**src/rtl/imm_extend_pipe_if.sv**
```systemverilog
// imm_extend_pipe_if: valid/ready bus carrying an immediate beat in and its extended result out
interface imm_extend_pipe_if #(
  parameter int IMM_W  = 16,
  parameter int DATA_W = 32,
  parameter int TAG_W  = 5
);
  logic [1:0]        ExtMode;
  logic [IMM_W-1:0]  immediate;
  logic [TAG_W-1:0]  tag_in;
  logic              in_valid;
  logic              in_ready;
  logic [DATA_W-1:0] Extendout;
  logic [TAG_W-1:0]  tag_out;
  logic              out_valid;
  logic              out_ready;
  modport master (
    output ExtMode, immediate, tag_in, in_valid, out_ready,
    input  in_ready, Extendout, tag_out, out_valid
  );
  modport slave (
    input  ExtMode, immediate, tag_in, in_valid, out_ready,
    output in_ready, Extendout, tag_out, out_valid
  );
endinterface

```
**src/rtl/imm_extend_pipe.sv**
```systemverilog
// imm_extend_pipe: registered immediate extension (zero/sign/upper/branch) behind a 2-entry skid buffer
module imm_extend_pipe #(
  parameter int IMM_W    = 16,
  parameter int DATA_W   = 32,
  parameter int BR_SHIFT = 2,
  parameter int TAG_W    = 5
) (
  input  logic CLK,
  input  logic Reset,
  input  logic Flush,
  imm_extend_pipe_if.slave io
);
  typedef enum logic [1:0] {EMPTY, ONE, FULL} state_t;
  state_t            state_q, state_d;
  logic [DATA_W-1:0] out_data_q, out_data_d, skid_data_q, skid_data_d;
  logic [TAG_W-1:0]  out_tag_q, out_tag_d, skid_tag_q, skid_tag_d;
  logic [DATA_W-1:0] zx, sx, ext;
  logic              in_ready, out_valid, in_fire, out_fire;
  always_comb begin
    zx  = DATA_W'(io.immediate);
    sx  = DATA_W'($signed(io.immediate));
    ext = io.ExtMode == 2'b00 ? zx :
          io.ExtMode == 2'b01 ? sx :
          io.ExtMode == 2'b10 ? zx << (DATA_W - IMM_W) : sx << BR_SHIFT;
  end
  // in_ready looks only at local state so it never depends on out_ready
  assign in_ready  = Reset & ~Flush & (state_q != FULL);
  assign out_valid = state_q != EMPTY;
  assign in_fire   = io.in_valid & in_ready;
  assign out_fire  = out_valid & io.out_ready;
  always_comb begin
    state_d     = state_q;
    out_data_d  = out_data_q;
    out_tag_d   = out_tag_q;
    skid_data_d = skid_data_q;
    skid_tag_d  = skid_tag_q;
    case (state_q)
      EMPTY: if (in_fire) begin
        state_d    = ONE;
        out_data_d = ext;
        out_tag_d  = io.tag_in;
      end
      ONE: if (in_fire && out_fire) begin
        out_data_d = ext;
        out_tag_d  = io.tag_in;
      end else if (out_fire) begin
        state_d = EMPTY;
      end else if (in_fire) begin
        state_d     = FULL;
        skid_data_d = ext;
        skid_tag_d  = io.tag_in;
      end
      FULL: if (out_fire) begin
        state_d    = ONE;
        out_data_d = skid_data_q;
        out_tag_d  = skid_tag_q;
      end
      default: state_d = EMPTY;
    endcase
    if (Flush) state_d = EMPTY;
  end
  always_ff @(posedge CLK) begin
    if (!Reset) begin
      state_q     <= EMPTY;
      out_data_q  <= '0;
      out_tag_q   <= '0;
      skid_data_q <= '0;
      skid_tag_q  <= '0;
    end else begin
      state_q     <= state_d;
      out_data_q  <= out_data_d;
      out_tag_q   <= out_tag_d;
      skid_data_q <= skid_data_d;
      skid_tag_q  <= skid_tag_d;
    end
  end
  assign io.in_ready  = in_ready;
  assign io.out_valid = out_valid;
  assign io.Extendout = out_data_q;
  assign io.tag_out   = out_tag_q;
endmodule

```
**src/flat_wrapper.sv**
```systemverilog
// flat-port wrapper written by rule: the top's interface ports become plain ports
module imm_extend_pipe_flat 
#(
  parameter int IMM_W    = 16,
  parameter int DATA_W   = 32,
  parameter int BR_SHIFT = 2,
  parameter int TAG_W    = 5
)
  (CLK, Reset, Flush, io_ExtMode, io_immediate, io_tag_in, io_in_valid, io_out_ready, io_in_ready, io_Extendout, io_tag_out, io_out_valid);
  imm_extend_pipe_if #(.IMM_W(IMM_W), .DATA_W(DATA_W), .TAG_W(TAG_W)) io_i ();
  input  logic CLK;
  input  logic Reset;
  input  logic Flush;
  input wire logic [$bits(io_i.ExtMode)-1:0] io_ExtMode;
  input wire logic [$bits(io_i.immediate)-1:0] io_immediate;
  input wire logic [$bits(io_i.tag_in)-1:0] io_tag_in;
  input wire logic [$bits(io_i.in_valid)-1:0] io_in_valid;
  input wire logic [$bits(io_i.out_ready)-1:0] io_out_ready;
  output wire logic [$bits(io_i.in_ready)-1:0] io_in_ready;
  output wire logic [$bits(io_i.Extendout)-1:0] io_Extendout;
  output wire logic [$bits(io_i.tag_out)-1:0] io_tag_out;
  output wire logic [$bits(io_i.out_valid)-1:0] io_out_valid;
  assign io_i.ExtMode = io_ExtMode;
  assign io_i.immediate = io_immediate;
  assign io_i.tag_in = io_tag_in;
  assign io_i.in_valid = io_in_valid;
  assign io_i.out_ready = io_out_ready;
  assign io_in_ready = io_i.in_ready;
  assign io_Extendout = io_i.Extendout;
  assign io_tag_out = io_i.tag_out;
  assign io_out_valid = io_i.out_valid;
  imm_extend_pipe #(.IMM_W(IMM_W), .DATA_W(DATA_W), .BR_SHIFT(BR_SHIFT), .TAG_W(TAG_W)) u_core (.CLK(CLK), .Reset(Reset), .Flush(Flush), .io(io_i));
endmodule
```
**config.mk**
```make
export PLATFORM = sky130hd
export DESIGN_NAME = imm_extend_pipe_flat
export DESIGN_NICKNAME = d
export VERILOG_FILES = /design/src/rtl/imm_extend_pipe_if.sv /design/src/rtl/imm_extend_pipe.sv /design/src/flat_wrapper.sv
export SDC_FILE = /design/constraint.sdc
export NUM_CORES = 1
export LEC_CHECK = 0
export BUFFER_PORTS_ARGS = -buffer_cell sky130_fd_sc_hd__clkbuf_2
export CORE_MARGIN = 2
export CORE_UTILIZATION = 42
export CTS_BUF_LIST = sky130_fd_sc_hd__clkbuf_8 sky130_fd_sc_hd__clkbuf_16
export DETAILED_ROUTE_END_ITERATION = 8
export HOLD_SLACK_MARGIN = 0.05
export PLACE_DENSITY = 0.6
export SYNTH_ARGS = -nofsm -noshare
export SYNTH_HDL_FRONTEND = slang
export SYNTH_SLANG_ARGS = --single-unit
export TNS_END_PERCENT = 50
```
**constraint.sdc**
```tcl
create_clock -name CLK -period 1.73 [get_ports CLK]
set_input_delay 0.173 -clock CLK [delete_from_list [all_inputs] [get_ports CLK]]
set_output_delay 0.173 -clock CLK [all_outputs]
set_load 0.02 [all_outputs]
```
==> summary.txt, run 1 <==
Run status: finished, final reports clean
Syn Std Cell Area: 3661 um^2
Distinct cells, synth: 38
Max-Cap Viols: 0
Pre-antenna DRT Iters: 6
DP Wirelength: 6320 um
Syn. warnings: 0
Max-slew violations: 0
Area growth syn-to-layout: 18.32%
CTS Sinks: 76
PD cells: 863.4 nW/um^2
Post-route cell area: 4332 um^2
Arrival time worst endpoint: 1.86 ns
HP Class: in -> reg
Vias: 3432
Hold buffers post-CTS: 0
Register area share after synthesis: 41.56%
Post-DP Area: 4130 um^2
Skew-Pair Late Insertion Delay: 0.35 ns
Min Tclk post-route: 1.617 ns
Core ar.: 8593 um^2
# Post-CTS Setup Buffers: 0
Wire length per cell: 18.25 um
Ant diodes: 0
Flop-to-flop setup slack: 0.11 ns
CP Launch Point: u_core.state_q[0]
Largest net degree at the start of global routing: 46
Vias in the first global route: 3265
F_max: 618.5 MHz
Hold wc startpoint: io_tag_in[4]
Normalized max-slew margin: 65.30%
Syn avg cell area: 9.199 um^2
Grt ovf: 0
Routed vias/inst: 6.140
Leak: 1.671 nW
# fillers: 841
# port buffers: 66
Reg2reg path depth: 4
Post-Syn Nets: 426
Final WL: 10200 um
Final Setup Violations: 0
Die Y: 97.37 um
Die width: 97.37 um
Startpoint Class: register
CTS tree: done
CTS buffer count: 9
CP Max Fanout: 29
Drt drc: 0
H-tree Lvls: 3
Most frequent cells in the layout: dfxtp_1 (76), a21oi_1 (66), clkbuf_2 (66)
Most common cell after layout, fill and taps aside: dfxtp_1
Worst Max-Slew Pin Slew: 0.5205 ns
Final hold viol count: 0
Io pins: 67
Layout cells sized above 1: 23.50%
Hold path endpoint: u_core.skid_tag_q[4]
Worst Skew: 0.01101 ns
RSZ-0062 raised after global routing: no
Hold Path Cell Cnt: 3
Global-route wire length before repair: 16720 um
Top post-synthesis cells by area: dfxtp_1 (42%), a21oi_1 (9.0%), a32o_1 (7.9%)
Worst setup EP type: register
RR Endpoint: u_core.io.Extendout[16]
Routed Antenna Nets: 0
Syn Inst Count: 398
Starting density of the core: 42.60%
Gpl congestion: 0.8049
Area leader, netlist: dfxtp_1
Final #Nets: 474
GRT Util Overall: 21.67%
Initial antenna violation count: 0
# rows: 34
Crit Reg-Reg Startpoint: u_core.state_q[0]
Synth Flop Type: dfxtp_1
Post_cts resized: 0
Die Footprint: 9480 um^2
Clock Path Buffers: 2
Clock-pin slew on the worst setup and hold paths: 0.09 ns
Clk root buf: clkbuf_8
Yosys top cell area share: 41.56%
Setup TNS: 0 ns
Worst endpoint required time: 1.97 ns
DRT iter0 DRCs: 272
Peak VDD IR: 0.5263 mV
Final period util: 93.45%
Crit Path Category: reg -> reg
Post-synth EDFFs: 0
Ys async rst share: 0%
Yosys reg bits: 76
-- registers in the layout, indices dropped and copies added, names as in the netlist --
| name | flops |
|---|---|
| u_core.io.Extendout | 32 |
| u_core.io.tag_out | 5 |
| u_core.skid_data_q | 32 |
| u_core.skid_tag_q | 5 |
| u_core.state_q | 2 |
-- how the worst max path moves through the flow --
stage	cells after the start	to
after floorplan	7	u_core.skid_data_q[11]
after global placement	4	u_core.io.tag_out[3]
after detailed placement	4	u_core.io.Extendout[10]
after CTS	4	u_core.io.Extendout[28]
after global routing	4	u_core.io.Extendout[28]
final	4	u_core.io.Extendout[16]
-- Yosys cell counts, types with 2 or more instances --
| library cell | count |
|---|---|
| dfxtp_1 | 76 |
| a21oi_1 | 66 |
| nand2b_1 | 32 |
| a211oi_1 | 29 |
| a32o_1 | 29 |
| a211o_1 | 28 |
| buf_2 | 20 |
| nand2_1 | 17 |
| nor2b_1 | 17 |
| a311oi_1 | 16 |
| clkbuf_1 | 12 |
| buf_4 | 10 |
| nand3_1 | 8 |
| o21ai_0 | 8 |
| buf_6 | 3 |
| nor2_1 | 3 |
| and2_1 | 2 |
| and3b_1 | 2 |
-- logic make-up after synthesis --
group                  after synthesis  share of synthesized area (%)
buffers and inverters               47                          7.143
muxes                                2                         0.5810
and+or+nand+nor                     89                          14.18
AOI/OAI and AO/OA                  184                          36.53
DFF                                 76                          41.56
-- metal layers --
layer	wire length, um	GRT usage (%)
met2	4533	31.67
met4	195	7.372
met5	0	0
met3	791	5.252
met1	4680	31.27
-- critical path: stages (launching register included) --
cell and delay (ns):
dfxtp_1 0.51, nand2b_1 0.27, a31o_1 0.31, buf_12 0.17, a32o_1 0.23
-- per-stage QoR --
step           total power (W)  setup slack (ns)  hold slack (ns)  cells  util (%)
2_1_floorplan         0.002191            0.2254           0.3207    398         -
3_3_place_gp          0.002380            0.1850           0.4321    543     48.06
3_5_place_dp          0.002387            0.1223           0.4380    543     48.06
4_1_cts               0.003757            0.1213          0.06065    559     50.41
5_1_grt               0.003894           0.02423          0.06693    559     50.41
6_report              0.003740            0.1133          0.06322    559     50.41
-- power by group --
group,switching [W],internal (W)
Sequential,0.0000273,0.00180
Combinational,0.000314,0.000211
Clock,0.000686,0.000706
-- area by class of cell --
class                           instances  area [um^2]  area share (%)
Clock buffer                           10        137.6           3.177
Tap cell                              108        135.1           3.120
Multi-Input combinational cell        275         1899           43.85
Timing Repair Buffer                   83        570.5           13.17
Clock inverter                          6        63.81           1.473
Sequential cell                        76         1521           35.12
Inverter                                1        3.754         0.08666
(Power assumes the default switching activity.)
==> inputs of run 2 (changes only) <==
--- a/config.mk
+++ b/config.mk
@@ -7,11 +7,11 @@
 export LEC_CHECK = 0
 export BUFFER_PORTS_ARGS = -buffer_cell sky130_fd_sc_hd__clkbuf_2
 export CORE_MARGIN = 2
-export CORE_UTILIZATION = 42
+export CORE_UTILIZATION = 25
 export CTS_BUF_LIST = sky130_fd_sc_hd__clkbuf_8 sky130_fd_sc_hd__clkbuf_16
 export DETAILED_ROUTE_END_ITERATION = 8
 export HOLD_SLACK_MARGIN = 0.05
-export PLACE_DENSITY = 0.6
+export PLACE_DENSITY = 0.43
 export SYNTH_ARGS = -nofsm -noshare
 export SYNTH_HDL_FRONTEND = slang
 export SYNTH_SLANG_ARGS = --single-unit
==> constraint.sdc (replaced) <==
create_clock -name CLK -period 1.73 [get_ports CLK]
set_input_delay 0.173 -clock CLK [delete_from_list [all_inputs] [get_ports CLK]]
set_output_delay 0.173 -clock CLK [all_outputs]
set_load 0.01 [all_outputs]
==> run 2 against run 1 <==
  * Wire length up 16%
  * Clock skew decreased by 0.00054 ns
  * Worst setup slack improved by 0.058 ns
  * Via count is 1.1% lower
  * Sequential share of layout area fell by 1.3 points
  * Global-route usage fell by 6.4 points
  * Total power increased by 11%
  * Fmax is 3.7% higher
  * Core utilization shrank 19 points
==> summary.txt, run 2 (synthesis results as in run 1) <==
CP delay by family, top: flip-flops
Die Y: 125.0 um (+28%)
Post_cts resized: 0 (unchanged)
Die Footprint: 15630 um^2 (+65%)
Clock power share: 44.0% (+6.8 points)
Worst Skew: 0.01046 ns (-0.0005432 ns)
DP Wirelength: 7599 um (+20%)
CTS Sinks: 76 (unchanged)
Max-Cap Viols: 0 (unchanged)
Min Tclk post-route: 1.559 ns (-0.05771 ns)
Normalized max-slew margin: 63.80% (-1.5 points)
DRT iter0 DRCs: 232 (-15%)
Total internal power: 0.003107 W (+15%)
Wire length per cell: 18.55 um (+1.6%)
PD cells: 925.5 nW/um^2 (+7.2%)
Vias: 3393 (-1.1%)
Routed Antenna Nets: 0 (unchanged)
Highest routed layer: met4
Worst setup EP type: output pin
Ant diodes: 0 (unchanged)
Setup TNS: 0 ns (unchanged)
Metal3 WL: 654 um (-17%)
Peak VDD IR: 0.4472 mV (-15%)
Gate power share: 12.1% (-1.9 points)
GRT Util Overall: 15.22% (-6.4 points)
Stages on the worst setup path: 4 (unchanged)
Largest net degree at the start of global routing: 55 (+20%)
Post-Place Worst Slack: 0.07943 ns (-0.04282 ns)
Placed cell count: 621 (+14%)
H-tree Lvls: 3 (unchanged)
Leak: 1.718 nW (+2.8%)
Hold buffers post-CTS: 0 (unchanged)
Global-route wire length before repair: 18870 um (+13%)
Clock Path Buffers: 2 (unchanged)
Startpoint Class: register
RR Endpoint: u_core.io.Extendout[23]
Non-Filler Instances: 636 (+14%)
Initial antenna violation count: 0 (unchanged)
Drt drc: 0 (unchanged)
Wl on met1: 5660 um (+21%)
Reg2reg path depth: 4 (unchanged)
CTS buffer count: 9 (unchanged)
Reg power frac: 43.9% (-4.9 points)
Clock-pin slew on the worst setup and hold paths: 0.06 ns (-0.03 ns)
Layout cells sized above 1: 24.12% (+0.61 points)
Final period util: 90.12% (-3.3 points)
Slowest CP cell: dfxtp_2
Area growth syn-to-layout: 22.93%
Most common cell after layout, fill and taps aside: dfxtp_1
CTS tree: done
Starting density of the core: 25.38% (-17 points)
Worst setup margin: 0.1710 ns (+0.05771 ns)
Skew-Pair Late Insertion Delay: 0.34 ns (about the same)
# port buffers: 66 (unchanged)
Sw Share: 25.41% (-2.1 points)
Worst Max-Slew Pin Slew: 0.5430 ns (+0.02246 ns)
Io pins: 67 (unchanged)
Crit-path cells: nor2b_4 > buf_4 > nor2_1 > clkbuf_2
Most frequent cells in the layout: dfxtp_1 (74), a21oi_1 (66), clkbuf_2 (66)
Crit Reg-Reg Startpoint: u_core.state_q[1]
Final WL: 11800 um (+16%)
Buf/Inv on CP: 2 (+1)
Core ar.: 14420 um^2 (+68%)
Gpl congestion: 0.7639 (-5.1%)
Final #Nets: 476 (+0.42%)
Arrival time worst endpoint: 1.39 ns (-0.47 ns)
Setup crit end: io_in_ready
CP Max Fanout: 13 (-55%)
RSZ-0062 raised after global routing: no
Clk root buf: clkbuf_16
CP Launch Point: u_core.state_q[1]
HP Class: in -> reg
Run status: finished, final reports clean
Routed vias/inst: 5.335 (-13%)
F_max: 641.4 MHz (+3.7%)
Routed wl met2: 5369 um (+18%)
Vias in the first global route: 3383 (+3.6%)
# fillers: 1536 (+83%)
Grt ovf: 0 (unchanged)
Flop-to-flop setup slack: 0.20 ns (+0.09 ns)
# Post-CTS Setup Buffers: 0 (unchanged)
Final Setup Violations: 0 (unchanged)
Psw: 0.001058 W (+3.0%)
# rows: 44 (+29%)
Crit Path Category: reg -> out
Die width: 125.0 um (+28%)
Worst path max stage delay: 0.42 ns (-0.09 ns)
Core Util, Final: 31.20% (-19 points)
Max-slew violations: 0 (unchanged)
Pre-antenna DRT Iters: 5 (-1)
Worst endpoint required time: 1.56 ns (-0.41 ns)
Final hold viol count: 0 (unchanged)
[run 2: cell types whose count changed in the layout (fill, tap and decap cells not counted), sizes merged]
cell,change
clkbuf,-1
clkinv,+2
clkinvlp,-1
buf,+2
inv,-1
[run 2: power by group through the flow]
stage	clock network, W	logic [W]	registers [W]
final	0.00183	0.000505	0.00183
after global routing	0.00196	0.000550	0.00183
after CTS	0.00189	0.000507	0.00183
after detailed placement	0	0.000505	0.00187
after global placement	0	0.000503	0.00187
after floorplan	0	0.000281	0.00188
[run 2: per-layer routing]
layer | up-vias | global-route usage, %
met4 | 0 | 4.510
li1 | 1620 | -
met5 | - | 0
met2 | 108 | 23.88
met1 | 1657 | 20.65
met3 | 8 | 3.979
[run 2: worst min path at each step]
stage                             from                    to  cells after the start
after floorplan           io_tag_in[0]  u_core.skid_tag_q[0]                      2
after global placement    io_tag_in[1]  u_core.skid_tag_q[1]                      3
after detailed placement  io_tag_in[0]  u_core.skid_tag_q[0]                      3
after CTS                 io_tag_in[0]  u_core.skid_tag_q[0]                      3
after global routing      io_tag_in[0]  u_core.skid_tag_q[0]                      3
final                     io_tag_in[4]  u_core.skid_tag_q[4]                      3
[run 2: worst register-to-register path: stages (launching register included)]
cell	delay, ns
dfxtp_2	0.42
and3b_1	0.51
a211oi_4	0.07
buf_12	0.20
a32o_1	0.22
[run 2: cell type report]
class / instances / area [um^2] / area share [%]
clock buffers: 9 / 225.2 / 5.004
clock inverters: 6 / 57.56 / 1.279
inverters: 1 / 3.754 / 0.08340
multi-input cells: 275 / 1899 / 42.20
flip-flops and latches: 76 / 1524 / 33.86
well taps: 184 / 230.2 / 5.115
repair buffers: 85 / 560.5 / 12.45
[run 2: stage by stage]
step	instance area [um^2]	power, W	hold WS [ns]
5_1_grt	4501	0.004342	0.09639
4_1_cts	4498	0.004223	0.07387
6_report	4501	0.004165	0.08334
3_3_place_gp	4215	0.002369	0.4385
2_1_floorplan	3661	0.002159	0.3207
3_5_place_dp	4215	0.002371	0.4417
==> inputs of run 3 (changes only) <==
==> constraint.sdc (replaced) <==
create_clock -name CLK -period 1.7 [get_ports CLK]
set_input_delay 0.17 -clock CLK [delete_from_list [all_inputs] [get_ports CLK]]
set_output_delay 0.17 -clock CLK [all_outputs]
set_load 0.01 [all_outputs]
==> run 3 against run 2 <==
  * Worst setup slack got worse by 0.038 ns
  * Clock skew decreased by 0.0045 ns
  * Via count is 1.7% lower
  * Clock power down 6%
  * Wire length decreased by 0.50%
  * Sequential share of layout area is 0.10 points higher
  * First-iteration DRC count grew 16%
  * Total power down 1.8%
  * Sequential power about the same
==> summary.txt, run 3 (synthesis results as in run 1) <==
Core ar.: 14420 um^2 (unchanged)
Most common cell after layout, fill and taps aside: dfxtp_1
CP Max Fanout: 13 (unchanged)
Normalized max-slew margin: 63.24% (-0.57 points)
HP Class: in -> reg
DP Wirelength: 7478 um (-1.6%)
Ant diodes: 0 (unchanged)
Sequential Area: 1523 um^2 (about the same)
CTS tree: done
CTS Sinks: 76 (unchanged)
Grt ovf: 0 (unchanged)
Die Footprint: 15630 um^2 (unchanged)
RSZ-0062 raised after global routing: no
Global-route wire length before repair: 18810 um (-0.33%)
Area of the multi-input gates: 1899 um^2 (unchanged)
Clock-pin slew on the worst setup and hold paths: 0.05 ns (about the same)
Vias: 3334 (-1.7%)
Reg2reg path depth: 4 (unchanged)
Clock Path Buffers: 2 (unchanged)
# fillers: 1558 (+1.4%)
Max-Cap Viols: 0 (unchanged)
Die Y: 125.0 um (unchanged)
DRT iter0 DRCs: 269 (+16%)
Final Setup Violations: 0 (unchanged)
Setup TNS: 0 ns (unchanged)
Routed vias/inst: 5.242 (-1.7%)
Startpoint Class: register
Vias in the first global route: 3292 (-2.7%)
Worst setup EP type: output pin
H-tree Lvls: 3 (unchanged)
Crit Reg-Reg Startpoint: u_core.state_q[0]
Initial antenna violation count: 0 (unchanged)
Drt drc: 0 (unchanged)
Post-route cell area: 4483 um^2 (-0.39%)
Starting density of the core: 25.38% (unchanged)
CTS buffer count: 9 (unchanged)
Die width: 125.0 um (unchanged)
PD cells: 912.7 nW/um^2 (-1.4%)
Final period util: 92.19%
F_max: 638.0 MHz
# Post-CTS Setup Buffers: 0 (unchanged)
Skew-Pair Late Insertion Delay: 0.33 ns (about the same)
# rows: 44 (unchanged)
Worst Skew: 0.005989 ns (-0.004473 ns)
# port buffers: 66 (unchanged)
Layout cells sized above 1: 23.67% (-0.44 points)
Max-slew violations: 0 (unchanged)
Post-DP Area: 4223 um^2 (+0.18%)
Final hold viol count: 0 (unchanged)
Worst endpoint required time: 1.53 ns (-0.03 ns)
Hold slack: 0.1057 ns (+0.02237 ns)
Leak: 1.710 nW (-0.48%)
Hold Path Cell Cnt: 3 (unchanged)
Largest net degree at the start of global routing: 55 (unchanged)
Wire length per cell: 18.45 um (-0.50%)
Peak VDD IR: 0.4093 mV (-8.5%)
Flop-to-flop setup slack: 0.15 ns (-0.05 ns)
Worst Max-Slew Pin Slew: 0.5514 ns (+0.008476 ns)
Clk root buf: clkbuf_16
Gpl congestion: 0.7590 (-0.64%)
RR Endpoint: u_core.io.tag_out[0]
Core Util, Final: 31.08% (-0.12 points)
Final #Nets: 477 (+0.21%)
Min Tclk post-route: 1.567 ns
GRT Util Overall: 15.10% (-0.12 points)
Io pins: 67 (unchanged)
Final WL: 11740 um (-0.50%)
Pre-antenna DRT Iters: 6 (+1)
Routed Antenna Nets: 0 (unchanged)
Hold path endpoint: u_core.skid_tag_q[0]
Crit Path Category: reg -> out
Most frequent cells in the layout: dfxtp_1 (75), a21oi_1 (66), clkbuf_2 (66)
Hold wc startpoint: io_tag_in[0]
Arrival time worst endpoint: 1.40 ns (about the same)
Area growth syn-to-layout: 22.45%
Run status: finished, final reports clean
==> run 3: cell count changes in the layout (fill, tap and decap cells not counted), sizes merged <==
cell / delta
bufinv: -1
clkinvlp: +1
clkbuf: +1
clkinv: -3
buf: +1
inv: +1
==> run 3: timing repair <==
item / in CTS / in global routing
endpoints found under the hold margin: 0 / 0
hold buffers: 0 / 0
endpoints found under the setup margin: 1 / 0
resized for setup: 1 / 0
==> run 3: layout make-up <==
| type | instances | area share [%] |
|---|---|---|
| sequential | 76 | 33.97 |
| tap | 184 | 5.135 |
| clock buffer | 10 | 5.331 |
| timing repair buffer | 86 | 12.67 |
| inverter | 1 | 0.08373 |
| multi-input combinational | 275 | 42.37 |
| clock inverter | 4 | 0.4466 |
==> run 3: critical path: stages, from the launching register on <==
cell and delay, ns:
dfxtp_1 0.51, nor2b_4 0.09, buf_4 0.20, nor2_1 0.13, clkbuf_2 0.15
==> run 3: worst max path at each step <==
stage	end	slack, ns	from	cells past startpoint
2_1_floorplan	u_core.skid_data_q[11]	0.20	u_core.state_q[1]	7
3_3_place_gp	u_core.io.Extendout[1]	0.14	u_core.state_q[1]	4
3_5_place_dp	u_core.io.Extendout[0]	0.10	u_core.state_q[1]	4
4_1_cts	io_in_ready	0.10	u_core.state_q[0]	4
5_1_grt	u_core.io.Extendout[1]	0.0009	u_core.state_q[0]	4
6_report	io_in_ready	0.13	u_core.state_q[0]	4
==> run 3: where the power goes <==
part | total [W] | internal, W | leakage [nW] | switching (W)
combinational | 0.000512 | 0.000214 | 0.960 | 0.000298
clock | 0.00172 | 0.000998 | 0.133 | 0.000722
sequential | 0.00186 | 0.00183 | 0.616 | 0.0000294
==> run 3: through the flow <==
step / setup slack [ns] / instances / power (W)
after global placement: 0.1438 / 622 / 0.002410
after global routing: 0.0008897 / 636 / 0.004281
final: 0.1327 / 636 / 0.004092
after floorplan: 0.1954 / 398 / 0.002197
after CTS: 0.1033 / 636 / 0.004164
after detailed placement: 0.1004 / 622 / 0.002413
==> run 3: routing by layer <==
| metal | track usage, % | vias up | share of wire (%) |
|---|---|---|---|
| li1 | - | 1618 | - |
| met1 | 20.51 | 1606 | 48 |
| met2 | 23.63 | 101 | 45 |
| met3 | 4.621 | 9 | 5.8 |
| met4 | 3.529 | 0 | 1.0 |
| met5 | 0 | - | 0 |
